--- src/rtl/nibble_sort_ctrl.sv ---
// Bubble-sort sequencer for N packed W-bit entries. One shared magnitude
// comparator looks at pair (j, j+1) each cycle, and the sort stops early after a pass with no swaps.

module nibble_mag_cmp #(
    parameter int W = 4
) (
    input  logic [W-1:0] a,
    input  logic [W-1:0] b,
    output logic         a_g_b,
    output logic         a_e_b,
    output logic         b_g_a
);
    assign a_g_b = (a > b);
    assign a_e_b = (a == b);
    assign b_g_a = (a < b);
endmodule

module nibble_sort_ctrl #(
    parameter int N = 4,
    parameter int W = 4
) (
    input  logic           clk,
    input  logic           rst,
    input  logic           start,
    input  logic [N*W-1:0] din,
    output logic           busy,
    output logic           done,
    output logic [N*W-1:0] dout,
    output logic [7:0]     swap_cnt
);
    typedef enum logic [1:0] {IDLE, SORT, DONE} state_t;

    localparam logic [3:0] LAST = 4'(N - 2);

    state_t               state_q, state_d;
    logic [N-1:0][W-1:0]  e_q, e_d;
    logic [3:0]           j_q, j_d;
    logic [3:0]           pass_q, pass_d;
    logic [7:0]           cnt_q, cnt_d;
    logic                 swp_q, swp_d;
    logic                 busy_q, busy_d;
    logic                 done_q, done_d;

    logic [W-1:0]         cmp_a, cmp_b;
    logic                 a_g_b, a_e_b, b_g_a;
    logic                 swap_now;

    // The pair-select mux is the only thing that feeds the comparator.
    always_comb begin
        cmp_a = '0;
        cmp_b = '0;
        for (int k = 0; k < N - 1; k++) begin
            if (j_q == 4'(k)) begin
                cmp_a = e_q[k];
                cmp_b = e_q[k+1];
            end
        end
    end

    nibble_mag_cmp #(.W(W)) u_cmp (
        .a     (cmp_a),
        .b     (cmp_b),
        .a_g_b (a_g_b),
        .a_e_b (a_e_b),
        .b_g_a (b_g_a)
    );

    // Only a strict greater-than swaps. Equal and less-than results both hold the pair.
    assign swap_now = a_g_b && !a_e_b && !b_g_a;

    always_comb begin
        state_d = state_q;
        e_d     = e_q;
        j_d     = j_q;
        pass_d  = pass_q;
        cnt_d   = cnt_q;
        swp_d   = swp_q;

        case (state_q)
            IDLE, DONE: begin
                if (start) begin
                    e_d     = din;
                    j_d     = '0;
                    pass_d  = '0;
                    cnt_d   = '0;
                    swp_d   = 1'b0;
                    state_d = SORT;
                end else begin
                    state_d = IDLE;
                end
            end
            SORT: begin
                if (swap_now) begin
                    for (int k = 0; k < N - 1; k++) begin
                        if (j_q == 4'(k)) begin
                            e_d[k]   = cmp_b;
                            e_d[k+1] = cmp_a;
                        end
                    end
                    cnt_d = (cnt_q == 8'hFF) ? cnt_q : cnt_q + 8'd1;
                    swp_d = 1'b1;
                end
                // The last compare of a pass counts toward the early-exit decision.
                if (j_q == LAST) begin
                    if (!(swp_q || swap_now) || pass_q == LAST) begin
                        state_d = DONE;
                    end else begin
                        pass_d = pass_q + 4'd1;
                        j_d    = '0;
                        swp_d  = 1'b0;
                    end
                end else begin
                    j_d = j_q + 4'd1;
                end
            end
            default: state_d = IDLE;
        endcase

        busy_d = (state_d == SORT);
        done_d = (state_d == DONE);
    end

    always_ff @(posedge clk or posedge rst) begin
        if (rst) begin
            state_q <= IDLE;
            e_q     <= '0;
            j_q     <= '0;
            pass_q  <= '0;
            cnt_q   <= '0;
            swp_q   <= 1'b0;
            busy_q  <= 1'b0;
            done_q  <= 1'b0;
        end else begin
            state_q <= state_d;
            e_q     <= e_d;
            j_q     <= j_d;
            pass_q  <= pass_d;
            cnt_q   <= cnt_d;
            swp_q   <= swp_d;
            busy_q  <= busy_d;
            done_q  <= done_d;
        end
    end

    assign busy     = busy_q;
    assign done     = done_q;
    assign dout     = e_q;
    assign swap_cnt = cnt_q;
endmodule

--- config.mk ---
export PLATFORM = sky130hd
export DESIGN_NAME = nibble_sort_ctrl
export DESIGN_NICKNAME = d
export VERILOG_FILES = /design/src/rtl/nibble_sort_ctrl.sv
export SDC_FILE = /design/constraint.sdc
export NUM_CORES = 1
export LEC_CHECK = 0
export ABC_AREA = 1
export BUFFER_PORTS_ARGS = -buffer_cell sky130_fd_sc_hd__clkbuf_2
export CAP_MARGIN = 20
export CELL_PAD_IN_SITES_DETAIL_PLACEMENT = 0
export CELL_PAD_IN_SITES_GLOBAL_PLACEMENT = 2
export CORE_MARGIN = 3
export CORE_UTILIZATION = 28
export DETAILED_ROUTE_END_ITERATION = 8
export PLACE_DENSITY = 0.78
export SLEW_MARGIN = 20
export SYNTH_ARGS = -nofsm -noshare
export SYNTH_HDL_FRONTEND = slang
export SYNTH_SLANG_ARGS = --single-unit
export TNS_END_PERCENT = 5
--- constraint.sdc ---
create_clock -name clk -period 2.1 [get_ports clk]
set_input_delay 0.42 -clock clk [delete_from_list [all_inputs] [get_ports clk]]
set_output_delay 0.42 -clock clk [all_outputs]
set_load 0.01 [all_outputs]
==> flow_summary.yaml, run 1 <==
status:
  status: "finished, violations left"
  violations: "setup timing"
route:
  first_pass_iters: 4
  route.final.wire_length_mm: 7.68
  drc: 0
  ant_nets: 0
  num_vias: 2604
  post_drt_wl_per_cell_microns: 13.8
  drtIter0Drc: 117
  vias_per_cell: 4.67
cts:
  clk_latency_ps: 290
  cts_max_level: 2
  ctsRootBufferMaster: "clkbuf_8"
  cts_buffer_depth: 2
  cts_tree: "done"
  cts_made_buffers: 5
  cts_sinks: 37
  clkTransAtPathRegs_ps: 80
floorplanning:
  die_width_microns: 100
  coreArea_sq_mm: 0.00842
  die-area_sq_mm: 0.0101
  io_pins: 45
  die_h_microns: 100
  placementRows: 33
  initial_utilization: 0.296
sta:
  maxSlewViolCount: 0
  hold_viol: 0
  tightest_slew_ps: 500
  setup_viol: 36
  fin_crit_ps: 2240
  rsz0062_at_grt: "yes"
  clock.fmax_mhz: 447
  slew_headroom: 0.666
  worst_slack_ps: -140
  finClkSkew_ps: 7.13
  whs_ps: 207
  finalCritPeriodShare: 1.07
global_routing:
  antenna_found_initial: 0
  grt_overflow: 0
  grt_start_max_net_pins: 38
  grt_pass1_wl_mm: 12.8
  grt_pass1_vias: 2607
  grt_usage: 0.159
layout:
  drive_gt1_frac: 0.404
  multiInputGateArea_sq_mm: 0.00164
  final_net_count: 478
  antenna_cells: 0
  regArea_sq_um: 928
  n_fill_cell: 896
  syn2layout_area_growth_pct: 44.5
  design_area_sq_mm: 0.00361
worst_hold_path:
  min_path_type: "input port to asynchronous set/reset pin"
critical_path:
  critPathCaptureType: "flop"
  cp_top_family: "simple AND/OR/NAND/NOR gates"
  worst_ep_arrival_time_ps: 2420
  cp-start-kind: "flop"
  path_class: "flop to flop"
  required_ps: 2280
  cp_slowest_stage_delay_ps: 440
  critPathSlowestCell: "dfrtp_2"
  crit_fanout: 9
  startpoint: "j_q[3]"
  path_cells: "nor2_4, buf_6, nand3_1, and3_4, ha_4, nand2_1, inv_2, nand2_2, nand2_2, nand2_4, nand2_8, nand2_4, nor2_2, nor2_1"
  r2r_start: "j_q[3]"
  path_buf_inv: 2
placement:
  dpl_cell_area_sq_mm: 0.00313
  portBuffers: 44
  gp_congestion: 0.833
  place_hpwl_mm: 5.54
yosys:
  yosys_warnings: 0
  ys_ff_latch: 37
  syn_area_sq_mm: 0.00249
  synth.net_count: 379
  syn_avg_cell_area_sq_um: 7.07
  ys_seq_area_frac: 0.371
  netlist_instances: 353
  synth.distinct_cells: 32
flow_run:
  cap_violations: 0
area by class of cell:
type / instances / share of cell area
Clock inverter: 2 / 0.00416
Timing Repair Buffer: 100 / 0.190
Inverter: 35 / 0.0385
Multi-Input combinational cell: 273 / 0.454
Tap cell: 105 / 0.0364
Clock buffer: 6 / 0.0201
Sequential cell: 37 / 0.257
logic make-up (layout without fill, tap and decap cells):
logic type	count (synthesis)	after routing	synth area share
xor gates and xnor gates	5	5	0.0176
DFF	37	37	0.371
and+or+nand+nor	225	227	0.419
AOI/OAI and AO/OA	34	34	0.0702
adders and majority gates	7	7	0.0351
buffers and inverters	45	143	0.0873
layer usage:
metal | vias to the layer above | track usage | wire [microns]
met5 | - | 0 | 0
met4 | 0 | 0.0301 | 36
met3 | 2 | 0.0278 | 309
met2 | 49 | 0.271 | 3800
met1 | 1219 | 0.213 | 3540
li1 | 1334 | - | -
path summary, 6_finish.rpt:
path,to,slack [ps],depth (start not counted)
min in group clk,dout[7],430,5
max reg2reg,dout[0],-140,14
max,dout[0],-140,14
max in group asynchronous,j_q[0],1510,3
min reg2reg,pass_q[3],520,2
min,swap_cnt[1],210,3
layout by cell type (no fill, tap or decap), types with 6 or more instances in the layout:
cell / netlist / routed
buf_4: 1 / 49
clkbuf_2: 0 / 44
dfrtp_1: 37 / 35
inv_1: 28 / 22
inv_2: 6 / 11
nand2_1: 128 / 107
nand2_2: 7 / 16
nand2_4: 3 / 11
nand3_1: 43 / 39
nand4_1: 7 / 7
nor2_1: 21 / 17
nor2_4: 3 / 6
o21ai_0: 7 / 6
o21ai_1: 17 / 16
Yosys cell counts:
cell | n | share of area
or2_2 | 4 | 0.010
xor2_1 | 4 | 0.014
nand2_4 | 3 | 0.014
inv_1 | 28 | 0.042
xnor2_1 | 1 | 0.0035
nand3_2 | 1 | 0.0040
and3_1 | 1 | 0.0025
a21oi_1 | 7 | 0.014
o211ai_1 | 1 | 0.0030
nor2_8 | 2 | 0.016
buf_4 | 1 | 0.0030
o21ai_0 | 7 | 0.014
buf_2 | 2 | 0.0040
clkinv_4 | 1 | 0.0035
ha_1 | 7 | 0.035
or2_1 | 1 | 0.0025
nand3_1 | 43 | 0.086
nor2_2 | 1 | 0.0025
nand4_1 | 7 | 0.018
o21ai_1 | 17 | 0.034
nand2_1 | 128 | 0.19
clkbuf_1 | 2 | 0.0030
inv_2 | 6 | 0.0090
o22ai_1 | 2 | 0.0050
nor2_4 | 3 | 0.014
nor3_1 | 1 | 0.0020
nand3b_1 | 1 | 0.0030
dfrtp_1 | 37 | 0.37
nand2_2 | 7 | 0.018
and2_4 | 1 | 0.0035
buf_6 | 5 | 0.023
nor2_1 | 21 | 0.032
tightest hold or removal path: stages:
cell and delay [ps]:
clkbuf_2 80, inv_1 40, buf_4 420
flip-flops by register name, indices dropped and copies added (netlist names):
| register | cells |
|---|---|
| dout | 16 |
| swap_cnt | 8 |
| j_q | 4 |
| pass_q | 4 |
| state_q | 2 |
| busy | 1 |
| done | 1 |
| swp_q | 1 |
through the flow:
step	instances	util	setup slack, ps	TNS (ps)
after detailed placement	535	0.371	-291	-8080
final	558	0.428	-140	-3310
after floorplan	353	-	-70.6	-1120
after global routing	558	0.428	-292	-8730
after global placement	535	0.371	-290	-8090
after CTS	553	0.411	-106	-2310
timing repair:
action                                  4_1_cts  5_1_grt
pin swaps                                    19       13
hold buffers                                  0        0
gates resized for setup                      40       30
endpoints found under the setup margin       37       37
hold endpoints to repair                      0        0
buffers inserted                              8        5
cloned                                        2        0
Power of run 1 is left out: the tool's default activity adds up to more than one toggle a clock period on the data nets, which glitch-free logic cannot reach.
==> run 2: changes to the inputs <==
--- a/config.mk
+++ b/config.mk
@@ -10,10 +10,10 @@
 export CAP_MARGIN = 20
 export CELL_PAD_IN_SITES_DETAIL_PLACEMENT = 0
 export CELL_PAD_IN_SITES_GLOBAL_PLACEMENT = 2
-export CORE_MARGIN = 3
 export CORE_UTILIZATION = 28
 export DETAILED_ROUTE_END_ITERATION = 8
 export PLACE_DENSITY = 0.78
+export SKIP_LAST_GASP = 1
 export SLEW_MARGIN = 20
 export SYNTH_ARGS = -nofsm -noshare
 export SYNTH_HDL_FRONTEND = slang
==> flow_summary.yaml, run 2 (synthesis results as in run 1) <==
status:
  status: "finished, violations left"
  violations: "setup timing"
cts:
  cts_max_level: 2
  cts_tree: "done"
  cts_made_buffers: 5
  clkTransAtPathRegs_ps: 100
  ctsRootBufferMaster: "clkbuf_8"
  clk_latency_ps: 310
  cts_sinks: 37
  cts_buffer_depth: 2
  ctsHoldBuffers: 0
global_routing:
  grt_pass1_vias: 2463
  grt_pass1_wl_mm: 12.2
  antenna_found_initial: 0
  grt_usage: 0.173
  grt_start_max_net_pins: 38
  grt_overflow: 0
critical_path:
  reg2reg_depth: 19
  startpoint: "j_q[0]"
  crit_fanout: 6
  path_class: "flop to flop"
  cp-start-kind: "flop"
  r2r_end: "j_q[1]"
  r2r_start: "j_q[0]"
  worst_ep_arrival_time_ps: 2390
  r2r_slack_ps: -100
  required_ps: 2290
  critPathCaptureType: "flop"
power:
  p_per_area_mw_per_mm2: 2000
  p_leak_uw: 0.00192
  ir_drop_mv: 0.736
worst_hold_path:
  min_path_type: "input port to asynchronous set/reset pin"
placement:
  portBuffers: 44
  place_hpwl_mm: 5.39
  gp_congestion: 0.804
  dp_worst_setup_slack_ps: -356
  dpl.cell_count: 544
layout:
  antenna_cells: 0
  final_net_count: 479
  fin_cells: 562
  utilization: 0.405
  largest_reg_flops: 16
  layout_common_cells: "115 x nand2_1, 53 x buf_4, 44 x clkbuf_2"
  regArea_sq_um: 927
  layout_commonest_cell: "nand2_1"
  n_fill_cell: 927
  syn2layout_area_growth_pct: 40.8
  multiInputGateArea_sq_mm: 0.00152
  drive_gt1_frac: 0.361
sta:
  slew_headroom: 0.655
  whs_ps: 202
  tightest_slew_ps: 518
  hold_viol: 0
  clock.fmax_mhz: 455
  finClkSkew_ps: 17.3
  fin_crit_ps: 2200
  rsz0062_at_grt: "yes"
  worst_slack_ps: -99.5
  maxSlewViolCount: 0
  setup_viol: 34
  finalCritPeriodShare: 1.05
route:
  post_drt_wl_per_cell_microns: 13.5
  first_pass_iters: 4
  drtIter0Drc: 75
  drc: 0
  num_vias: 2584
  ant_nets: 0
  vias_per_cell: 4.60
  route.final.wire_length_mm: 7.59
floorplanning:
  initial_utilization: 0.287
  placementRows: 34
  die-area_sq_mm: 0.00929
  die_width_microns: 96.4
  die_h_microns: 96.4
  io_pins: 45
  coreArea_sq_mm: 0.00868
flow_run:
  cap_violations: 0
[run 2: changes by cell type in the layout (fill, tap and decap cells not counted), sizes merged]
cell      previous run  this run
inv                 34        35
clkinv               1         2
buf                 56        58
clkbuf              50        49
clkinvlp             2         1
nand2              139       138
[run 2: cell type report]
cell class                 count  area share
multi-input combinational    272       0.433
sequential                    37       0.264
timing repair buffer         102       0.199
inverter                      35      0.0388
tap                          108      0.0385
clock buffer                   5      0.0196
clock inverter                 3     0.00712
[run 2: routing by layer]
layer | wire length [microns] | global-route usage | share of wire | up-vias
li1 | - | - | - | 1328
met1 | 3580 | 0.228 | 0.47 | 1196
met2 | 3670 | 0.292 | 0.48 | 49
met3 | 238 | 0.0290 | 0.031 | 11
met4 | 100 | 0.0490 | 0.013 | 0
met5 | 0 | 0 | 0 | -
[run 2: how the worst max path moves through the flow]
stage	to	slack, ps
6_report	j_q[1]	-100
3_5_place_dp	dout[0]	-360
5_1_grt	pass_q[1]	-290
2_1_floorplan	pass_q[0]	-70
4_1_cts	pass_q[1]	-140
3_3_place_gp	dout[0]	-300
[run 2: stage by stage]
step	total power (uW)	setup TNS, ps	area, sq um
floorplan	4130	-1120	2510
global placement	5660	-7350	3190
detailed placement	5660	-9170	3190
CTS	6690	-3730	3420
global route	7760	-8810	3510
finish	7020	-2140	3510
[run 2: timing repair]
| action | 4_1_cts | 5_1_grt |
|---|---|---|
| endpoints found under the setup margin | 37 | 37 |
| hold endpoints to repair | 0 | 0 |
| setup buffers | 6 | 3 |
| pin swaps | 15 | 6 |
| gates cloned | 1 | 0 |
| gates resized for setup | 21 | 16 |
[run 2: power breakdown]
| group | internal, uW | switching (uW) | leakage [uW] | total [uW] |
|---|---|---|---|---|
| Sequential | 1000 | 275 | 0.000474 | 1280 |
| Combinational | 2110 | 3080 | 0.00140 | 5180 |
| Clock | 240 | 316 | 0.0000447 | 556 |
[run 2: critical path: stages (launching register included)]
cell and delay (ps):
dfrtp_2 450, buf_4 170, nor2_8 110, nand2_4 80
or2_1 240, nand2_1 60, inv_1 40, ha_2 150
inv_1 50, nand2_1 50, nand2_1 60, nand2_1 50
nand2_2 70, nand2_4 80, nand2_4 80, nand2_4 70
nand2_2 90, nand2_4 70, nand2_1 60, nand2_1 40
Note: power is estimated with default switching activity, not from simulation.
